**config.mk**
```make
export PLATFORM = sky130hd
export DESIGN_NAME = kyber_keygen_seq_flat
export DESIGN_NICKNAME = d
export VERILOG_FILES = /design/src/rtl/kyber_keygen_seq_if.sv /design/src/rtl/kyber_keygen_seq.sv /design/src/flat_wrapper.sv
export SDC_FILE = /design/constraint.sdc
export NUM_CORES = 2
export LEC_CHECK = 0
export BUFFER_PORTS_ARGS = -buffer_cell sky130_fd_sc_hd__buf_4
export CORE_AREA = 2 2 400 402
export CTS_CLUSTER_SIZE = 24
export DETAILED_ROUTE_END_ITERATION = 12
export DIE_AREA = 0 0 402 404
export HOLD_SLACK_MARGIN = 0.06
export SETUP_SLACK_MARGIN = 0.4
export SKIP_LAST_GASP = 1
export SYNTH_ARGS = -nofsm -noshare
export SYNTH_HDL_FRONTEND = slang
export SYNTH_SLANG_ARGS = --single-unit
```
**constraint.sdc**
```tcl
create_clock -name clk -period 23.6 [get_ports clk]
set_clock_uncertainty 0.05 [all_clocks]
set_input_delay 3.54 -clock clk [delete_from_list [all_inputs] [get_ports clk]]
set_output_delay 3.54 -clock clk [all_outputs]
set_load 0.02 [all_outputs]
```
**src/rtl/kyber_keygen_seq_if.sv**
```systemverilog
// rtl/kyber_keygen_seq_if.sv - start/busy/done handshake and key buses of the Baby-Kyber keygen core
// Requester drives start and A/s/e; the core returns status, t and the registered key material.
interface kyber_keygen_seq_if #(
    parameter int K  = 2,
    parameter int N  = 4,
    parameter int CW = 16
);
    logic                  start;
    logic [K*K*N*CW-1:0]   a_in;
    logic [K*N*CW-1:0]     s_in;
    logic [K*N*CW-1:0]     e_in;
    logic                  busy;
    logic                  done;
    logic                  t_valid;
    logic [K*N*CW-1:0]     t_out;
    logic [K*K*N*CW-1:0]   a_out;
    logic [K*N*CW-1:0]     s_out;

    modport master (
        output start, a_in, s_in, e_in,
        input  busy, done, t_valid, t_out, a_out, s_out
    );

    modport slave (
        input  start, a_in, s_in, e_in,
        output busy, done, t_valid, t_out, a_out, s_out
    );
endinterface

```
**src/rtl/kyber_keygen_seq.sv**
```systemverilog
// rtl/kyber_keygen_seq.sv - sequential Baby-Kyber keygen t = A*s + e, one MAC term per cycle
// KEYGEN_CENTERED_OUT_EN: when defined, t_out holds centered values instead of canonical [0,Q).
module kyber_keygen_seq #(
    parameter int K  = 2,
    parameter int N  = 4,
    parameter int Q  = 17,
    parameter int CW = 16
) (
    input  logic               clk,
    input  logic               rst_n,
    kyber_keygen_seq_if.slave  bus
);
    localparam int KW = (K > 1) ? $clog2(K) : 1;
    localparam int NW = $clog2(N);
    localparam int AW = 2*CW + $clog2(K*N) + 1;
    localparam logic signed [AW-1:0] QS   = AW'(Q);
    localparam logic signed [AW-1:0] HALF = AW'((Q-1)/2);

    typedef enum logic [1:0] {S_IDLE, S_MAC, S_RED, S_DONE} state_e;

    state_e state_q, state_d;

    logic [KW-1:0]          i_q, j_q, ni;
    logic [NW-1:0]          m_q, n_q, nm, sidx;
    logic signed [AW-1:0]   acc_q;
    logic signed [CW-1:0]   a_q [K][K][N];
    logic signed [CW-1:0]   s_q [K][N];
    logic signed [CW-1:0]   e_q [K][N];
    logic signed [CW-1:0]   t_q [K][N];
    logic [K*N*CW-1:0]      t_out_q;
    logic                   t_valid_q;

    logic                   accept, last_term, last_coef;
    logic signed [CW-1:0]   a_sel, s_sel, r;
    logic signed [2*CW-1:0] prod;
    logic signed [AW-1:0]   prod_ext, term, rem, rpos, rc;

    assign last_term = (j_q == KW'(K-1)) && (n_q == NW'(N-1));
    assign last_coef = (i_q == KW'(K-1)) && (m_q == NW'(N-1));

    always_comb begin
        state_d = state_q;
        accept  = 1'b0;
        case (state_q)
            S_IDLE: begin
                if (bus.start) begin
                    accept  = 1'b1;
                    state_d = S_MAC;
                end
            end
            S_MAC:   if (last_term) state_d = S_RED;
            S_RED:   state_d = last_coef ? S_DONE : S_MAC;
            S_DONE:  state_d = S_IDLE;
            default: state_d = S_IDLE;
        endcase
    end

    always_ff @(posedge clk or negedge rst_n) begin
        if (!rst_n) state_q <= S_IDLE;
        else        state_q <= state_d;
    end

    // Negacyclic term: x^N = -1, so indices that wrap (n > m) subtract.
    always_comb begin
        sidx     = m_q - n_q;
        a_sel    = a_q[i_q][j_q][n_q];
        s_sel    = s_q[j_q][sidx];
        prod     = a_sel * s_sel;
        prod_ext = AW'(prod);
        term     = (n_q > m_q) ? -prod_ext : prod_ext;
        rem      = acc_q % QS;
        rpos     = (rem < 0) ? rem + QS : rem;
`ifdef KEYGEN_CENTERED_OUT_EN
        rc       = (rpos > HALF) ? rpos - QS : rpos;
`else
        rc       = rpos;
`endif
        r        = CW'(rc);
        ni       = i_q;
        nm       = m_q + 1'b1;
        if (m_q == NW'(N-1)) begin
            nm = '0;
            ni = last_coef ? '0 : i_q + 1'b1;
        end
    end

    always_ff @(posedge clk or negedge rst_n) begin
        if (!rst_n) begin
            i_q       <= '0;
            j_q       <= '0;
            m_q       <= '0;
            n_q       <= '0;
            acc_q     <= '0;
            t_out_q   <= '0;
            t_valid_q <= 1'b0;
            for (int x = 0; x < K; x++) begin
                for (int y = 0; y < N; y++) begin
                    s_q[x][y] <= '0;
                    e_q[x][y] <= '0;
                    t_q[x][y] <= '0;
                    for (int z = 0; z < K; z++) a_q[x][z][y] <= '0;
                end
            end
        end else begin
            if (accept) begin
                for (int x = 0; x < K; x++) begin
                    for (int y = 0; y < N; y++) begin
                        s_q[x][y] <= bus.s_in[(x*N+y)*CW +: CW];
                        e_q[x][y] <= bus.e_in[(x*N+y)*CW +: CW];
                        for (int z = 0; z < K; z++)
                            a_q[x][z][y] <= bus.a_in[((x*K+z)*N+y)*CW +: CW];
                    end
                end
                t_valid_q <= 1'b0;
                i_q       <= '0;
                j_q       <= '0;
                m_q       <= '0;
                n_q       <= '0;
                acc_q     <= AW'($signed(bus.e_in[CW-1:0]));
            end else if (state_q == S_MAC) begin
                acc_q <= acc_q + term;
                if (n_q == NW'(N-1)) begin
                    n_q <= '0;
                    j_q <= last_term ? '0 : j_q + 1'b1;
                end else begin
                    n_q <= n_q + 1'b1;
                end
            end else if (state_q == S_RED) begin
                t_q[i_q][m_q] <= r;
                i_q   <= ni;
                m_q   <= nm;
                j_q   <= '0;
                n_q   <= '0;
                acc_q <= AW'(e_q[ni][nm]);
                // Publish all coefficients together, folding in the one reduced this cycle.
                if (last_coef) begin
                    t_valid_q <= 1'b1;
                    for (int x = 0; x < K; x++)
                        for (int y = 0; y < N; y++)
                            t_out_q[(x*N+y)*CW +: CW] <=
                                (x == int'(i_q) && y == int'(m_q)) ? r : t_q[x][y];
                end
            end
        end
    end

    for (genvar gi = 0; gi < K; gi++) begin : g_out_i
        for (genvar gn = 0; gn < N; gn++) begin : g_out_n
            assign bus.s_out[(gi*N+gn)*CW +: CW] = s_q[gi][gn];
            for (genvar gj = 0; gj < K; gj++) begin : g_out_j
                assign bus.a_out[((gi*K+gj)*N+gn)*CW +: CW] = a_q[gi][gj][gn];
            end
        end
    end

    assign bus.t_out   = t_out_q;
    assign bus.t_valid = t_valid_q;
    assign bus.busy    = (state_q == S_MAC) || (state_q == S_RED);
    assign bus.done    = (state_q == S_DONE);
endmodule

```
**src/flat_wrapper.sv**
```systemverilog
// flat-port wrapper written by rule: the top's interface ports become plain ports
module kyber_keygen_seq_flat 
#(
    parameter int K  = 2,
    parameter int N  = 4,
    parameter int Q  = 17,
    parameter int CW = 16
)
  (clk, rst_n, bus_start, bus_a_in, bus_s_in, bus_e_in, bus_busy, bus_done, bus_t_valid, bus_t_out, bus_a_out, bus_s_out);
  kyber_keygen_seq_if #(.K(K), .N(N), .CW(CW)) bus_i ();
  input  logic clk;
  input  logic rst_n;
  input wire logic [$bits(bus_i.start)-1:0] bus_start;
  input wire logic [$bits(bus_i.a_in)-1:0] bus_a_in;
  input wire logic [$bits(bus_i.s_in)-1:0] bus_s_in;
  input wire logic [$bits(bus_i.e_in)-1:0] bus_e_in;
  output wire logic [$bits(bus_i.busy)-1:0] bus_busy;
  output wire logic [$bits(bus_i.done)-1:0] bus_done;
  output wire logic [$bits(bus_i.t_valid)-1:0] bus_t_valid;
  output wire logic [$bits(bus_i.t_out)-1:0] bus_t_out;
  output wire logic [$bits(bus_i.a_out)-1:0] bus_a_out;
  output wire logic [$bits(bus_i.s_out)-1:0] bus_s_out;
  assign bus_i.start = bus_start;
  assign bus_i.a_in = bus_a_in;
  assign bus_i.s_in = bus_s_in;
  assign bus_i.e_in = bus_e_in;
  assign bus_busy = bus_i.busy;
  assign bus_done = bus_i.done;
  assign bus_t_valid = bus_i.t_valid;
  assign bus_t_out = bus_i.t_out;
  assign bus_a_out = bus_i.a_out;
  assign bus_s_out = bus_i.s_out;
  kyber_keygen_seq #(.K(K), .N(N), .Q(Q), .CW(CW)) u_core (.clk(clk), .rst_n(rst_n), .bus(bus_i));
endmodule
```
==> results.ini <==
[grt]
overflow = 0
first_global_vias = 47480
antenna_found_initial = 20
grt_max_degree = 205
grt_use_total_pct = 28.02
grt_pass1_wl_um = 334900

[clock_network]
numClockSinks = 797
htree_levels = 3
cts_tree = built
clkTransAtPathRegs_ns = 0.06
postCtsHoldBufs = 0
root_buffer = clkbuf_16
insertion_delay_ns = 0.72
clock_path_buffers = 3
numCtsBuffers = 92

[critical_path]
slowest_stage = or4_4
worstSetupPathType = flip-flop to flip-flop
cpPeakStageDelay_ns = 0.56
timing.rr.end = u_core.bus.t_out[105]
crit_top_cell = or3_1
r2r_slack_ns = 1.67
critPathBufInv = 6
rr_worst_depth = 79
critical-path-top-delay-family = compound AO/OA/AOI/OAI gates
required_ns = 24.15
reg2reg_from = u_core.acc_q[12]
path_max_fanout = 15
worstPathArrival_ns = 22.48
cp-start-kind = flip-flop
worstSetupEndpointType = flip-flop

[die]
start_util_pct = 34.13
ios = 1030
row_count = 146
die_area_mm2 = 0.1624
core_area_mm2 = 0.1578
die_y_um = 404
die_x_um = 402

[timing]
timing.hold.ws_ns = 0.4211
setup_viol = 0
rsz0062_at_grt = no
hold_violations = 0
timing.final.crit_period_ns = 21.93
fin_setup_tns_ns = 0
fmax_mhz = 45.60
finalMaxSlewViolations = 0
fin_crit_sh_pct = 92.91
tightest_slew_ns = 1.245
relSlewSlack_pct = 16.80

[drt]
drc = 0
route.vias.total = 48280
drt-met1-wl_um = 90230
dr_wl_met2_um = 112600
dr.max_layer_used = met5
postRouteAntennaNets = 0
viasPerCell = 5.343
wl_per_cell_um = 25.83
wl_met3_um = 14370
wl_um = 233400
drt-initial-drc-count = 3985
drt_first_pass_iters = 5

[placement]
hpwl_um = 184600
port_buffers = 1029
place.gp.congestion = 1.001
dpl_cell_area_mm2 = 0.06326

[min_path]
hold_depth = 2
hp-class = flip-flop to flip-flop
min_from = u_core.e_q[105]
holdPathEnd = u_core.e_q[105]

[synth]
synth_ff_type = dfrtp_1
synth.avg_cell_area_um2 = 8.945
async_flop_share_pct = 100.0
synth.yosys.warnings = 0
syn_nets = 6941
yosysSeqAreaShare_pct = 37.03
synth_cell_type_count = 146
ys_seq_elements = 797
netlist_area_mm2 = 0.05387
synth_edf_count = 0
syn_inst = 6022

[layout]
area_growth_pct = 24.03
fin_util_pct = 42.33
layout-drive-gt1-share_pct = 22.85
fin_nets = 7797
postLayoutCellArea_mm2 = 0.06681

[run_status]
status = completed

[job]
maxCapViolCount = 0

cells by family after synthesis:
kind of cell | after synthesis | share of synthesized area [%]
simple gates | 2634 | 20.58
compound gates | 1094 | 13.40
buf+inv | 665 | 5.050
xor+xnor | 199 | 3.317
flops | 797 | 37.03
mux | 226 | 7.510
fa+ha+maj | 407 | 13.12
worst min-delay path, cell delays in order, from the launching register on:
cell and delay [ns]:
dfrtp_1 0.34, nand2_1 0.05, nand2_1 0.05
routing by layer:
layer	track usage [%]	vias up
li1	-	21910
met1	34.12	24240
met2	46.41	1738
met3	4.798	381
met4	17.16	8
met5	0	-
placed cells by master (no fill, tap or decap), types with 19 or more instances in the layout:
master / instances
o31ai_1: 31
o21a_1: 29
clkbuf_8: 21
inv_1: 319
o21ai_1: 141
nand3_1: 49
a211oi_1: 28
nor4_1: 19
nand2_1: 1982
clkbuf_1: 20
ha_1: 136
a31oi_1: 21
nor2_1: 233
buf_4: 1101
and3_1: 44
nor2b_1: 26
o211ai_1: 30
or3_1: 53
o21ai_0: 244
dfrtp_1: 792
mux2_2: 24
xnor2_1: 134
a21o_1: 65
clkbuf_16: 95
and2_1: 22
nor3_1: 42
a21oi_1: 245
xor2_1: 54
mux4_2: 139
nand2b_1: 37
o21bai_1: 49
mux2i_1: 58
fa_1: 264
synthesized netlist by cell type, types with 24 or more instances:
cell,n,area [µm²]
mux4_2,139,3131
nand2b_1,37,231.5
o21a_1,29,217.7
o21ai_1,138,690.7
nand3_1,49,245.2
a31oi_1,24,150.1
xor2_1,56,490.5
xnor2_1,138,1209
nor4_1,24,150.1
nor3_1,45,225.2
and3_1,44,275.3
a211oi_1,30,225.2
o31ai_1,32,240.2
clkbuf_1,262,983.4
buf_1,26,97.59
o211ai_1,30,225.2
o21ai_0,247,1236
o21bai_1,49,367.9
mux2i_1,60,600.6
dfrtp_1,797,19940
inv_1,320,1201
mux2_2,24,270.3
nand2_1,1984,7447
fa_1,264,5285
nor2_1,236,885.9
a21o_1,65,488.0
or3_1,53,331.6
nor2b_1,26,162.7
ha_1,140,1752
a21oi_1,249,1246
through the flow:
| step | setup slack, ns | instances |
|---|---|---|
| floorplan | 3.949 | 6022 |
| global placement | 1.095 | 8843 |
| detailed placement | 0.5638 | 8843 |
| CTS | 0.5557 | 9010 |
| global route | 0.3756 | 9029 |
| finish | 1.672 | 9035 |
what timing repair did:
action | CTS | global route
endpoints found under the setup margin | 0 | 240
resized for setup | 0 | 46
setup buffers | 0 | 13
hold endpoints to repair | 0 | 0
worst max-delay path by stage:
| stage | from | to | slack, ns | cells after the start |
|---|---|---|---|---|
| finish | u_core.acc_q[12] | u_core.bus.t_out[105] | 1.67 | 79 |
| global route | u_core.acc_q[4] | u_core.bus.t_out[105] | 0.38 | 80 |
| CTS | u_core.acc_q[12] | u_core.bus.t_out[27] | 0.56 | 75 |
| detailed placement | u_core.acc_q[12] | u_core.bus.t_out[95] | 0.56 | 75 |
| global placement | u_core.acc_q[12] | u_core.bus.t_out[107] | 1.09 | 74 |
| floorplan | u_core.acc_q[27] | u_core.bus.t_out[105] | 3.95 | 85 |
area by class of cell:
cell class | instances | area [µm²]
sequential | 797 | 19960
clock inverter | 31 | 407.9
fill | 15720 | 91020
timing repair buffer | 1105 | 8341
antenna | 12 | 30.03
clock buffer | 136 | 2741
inverter | 322 | 1215
tap | 2072 | 2592
multi-input combinational | 4560 | 31530
flip-flops by register name, summed over array words and instances (netlist names):
signal and cells:
u_core.bus.a_out 256, u_core.bus.s_out 128, u_core.bus.t_out 128, u_core.e_q 128
u_core.t_q 112, u_core.acc_q 36, u_core.m_q 2, u_core.n_q 2
u_core.state_q 2, u_core.bus.t_valid 1, u_core.i_q 1, u_core.j_q 1
Power is left out: the tool's default activity adds up to more than one toggle a clock period on the data nets, which glitch-free logic cannot reach.
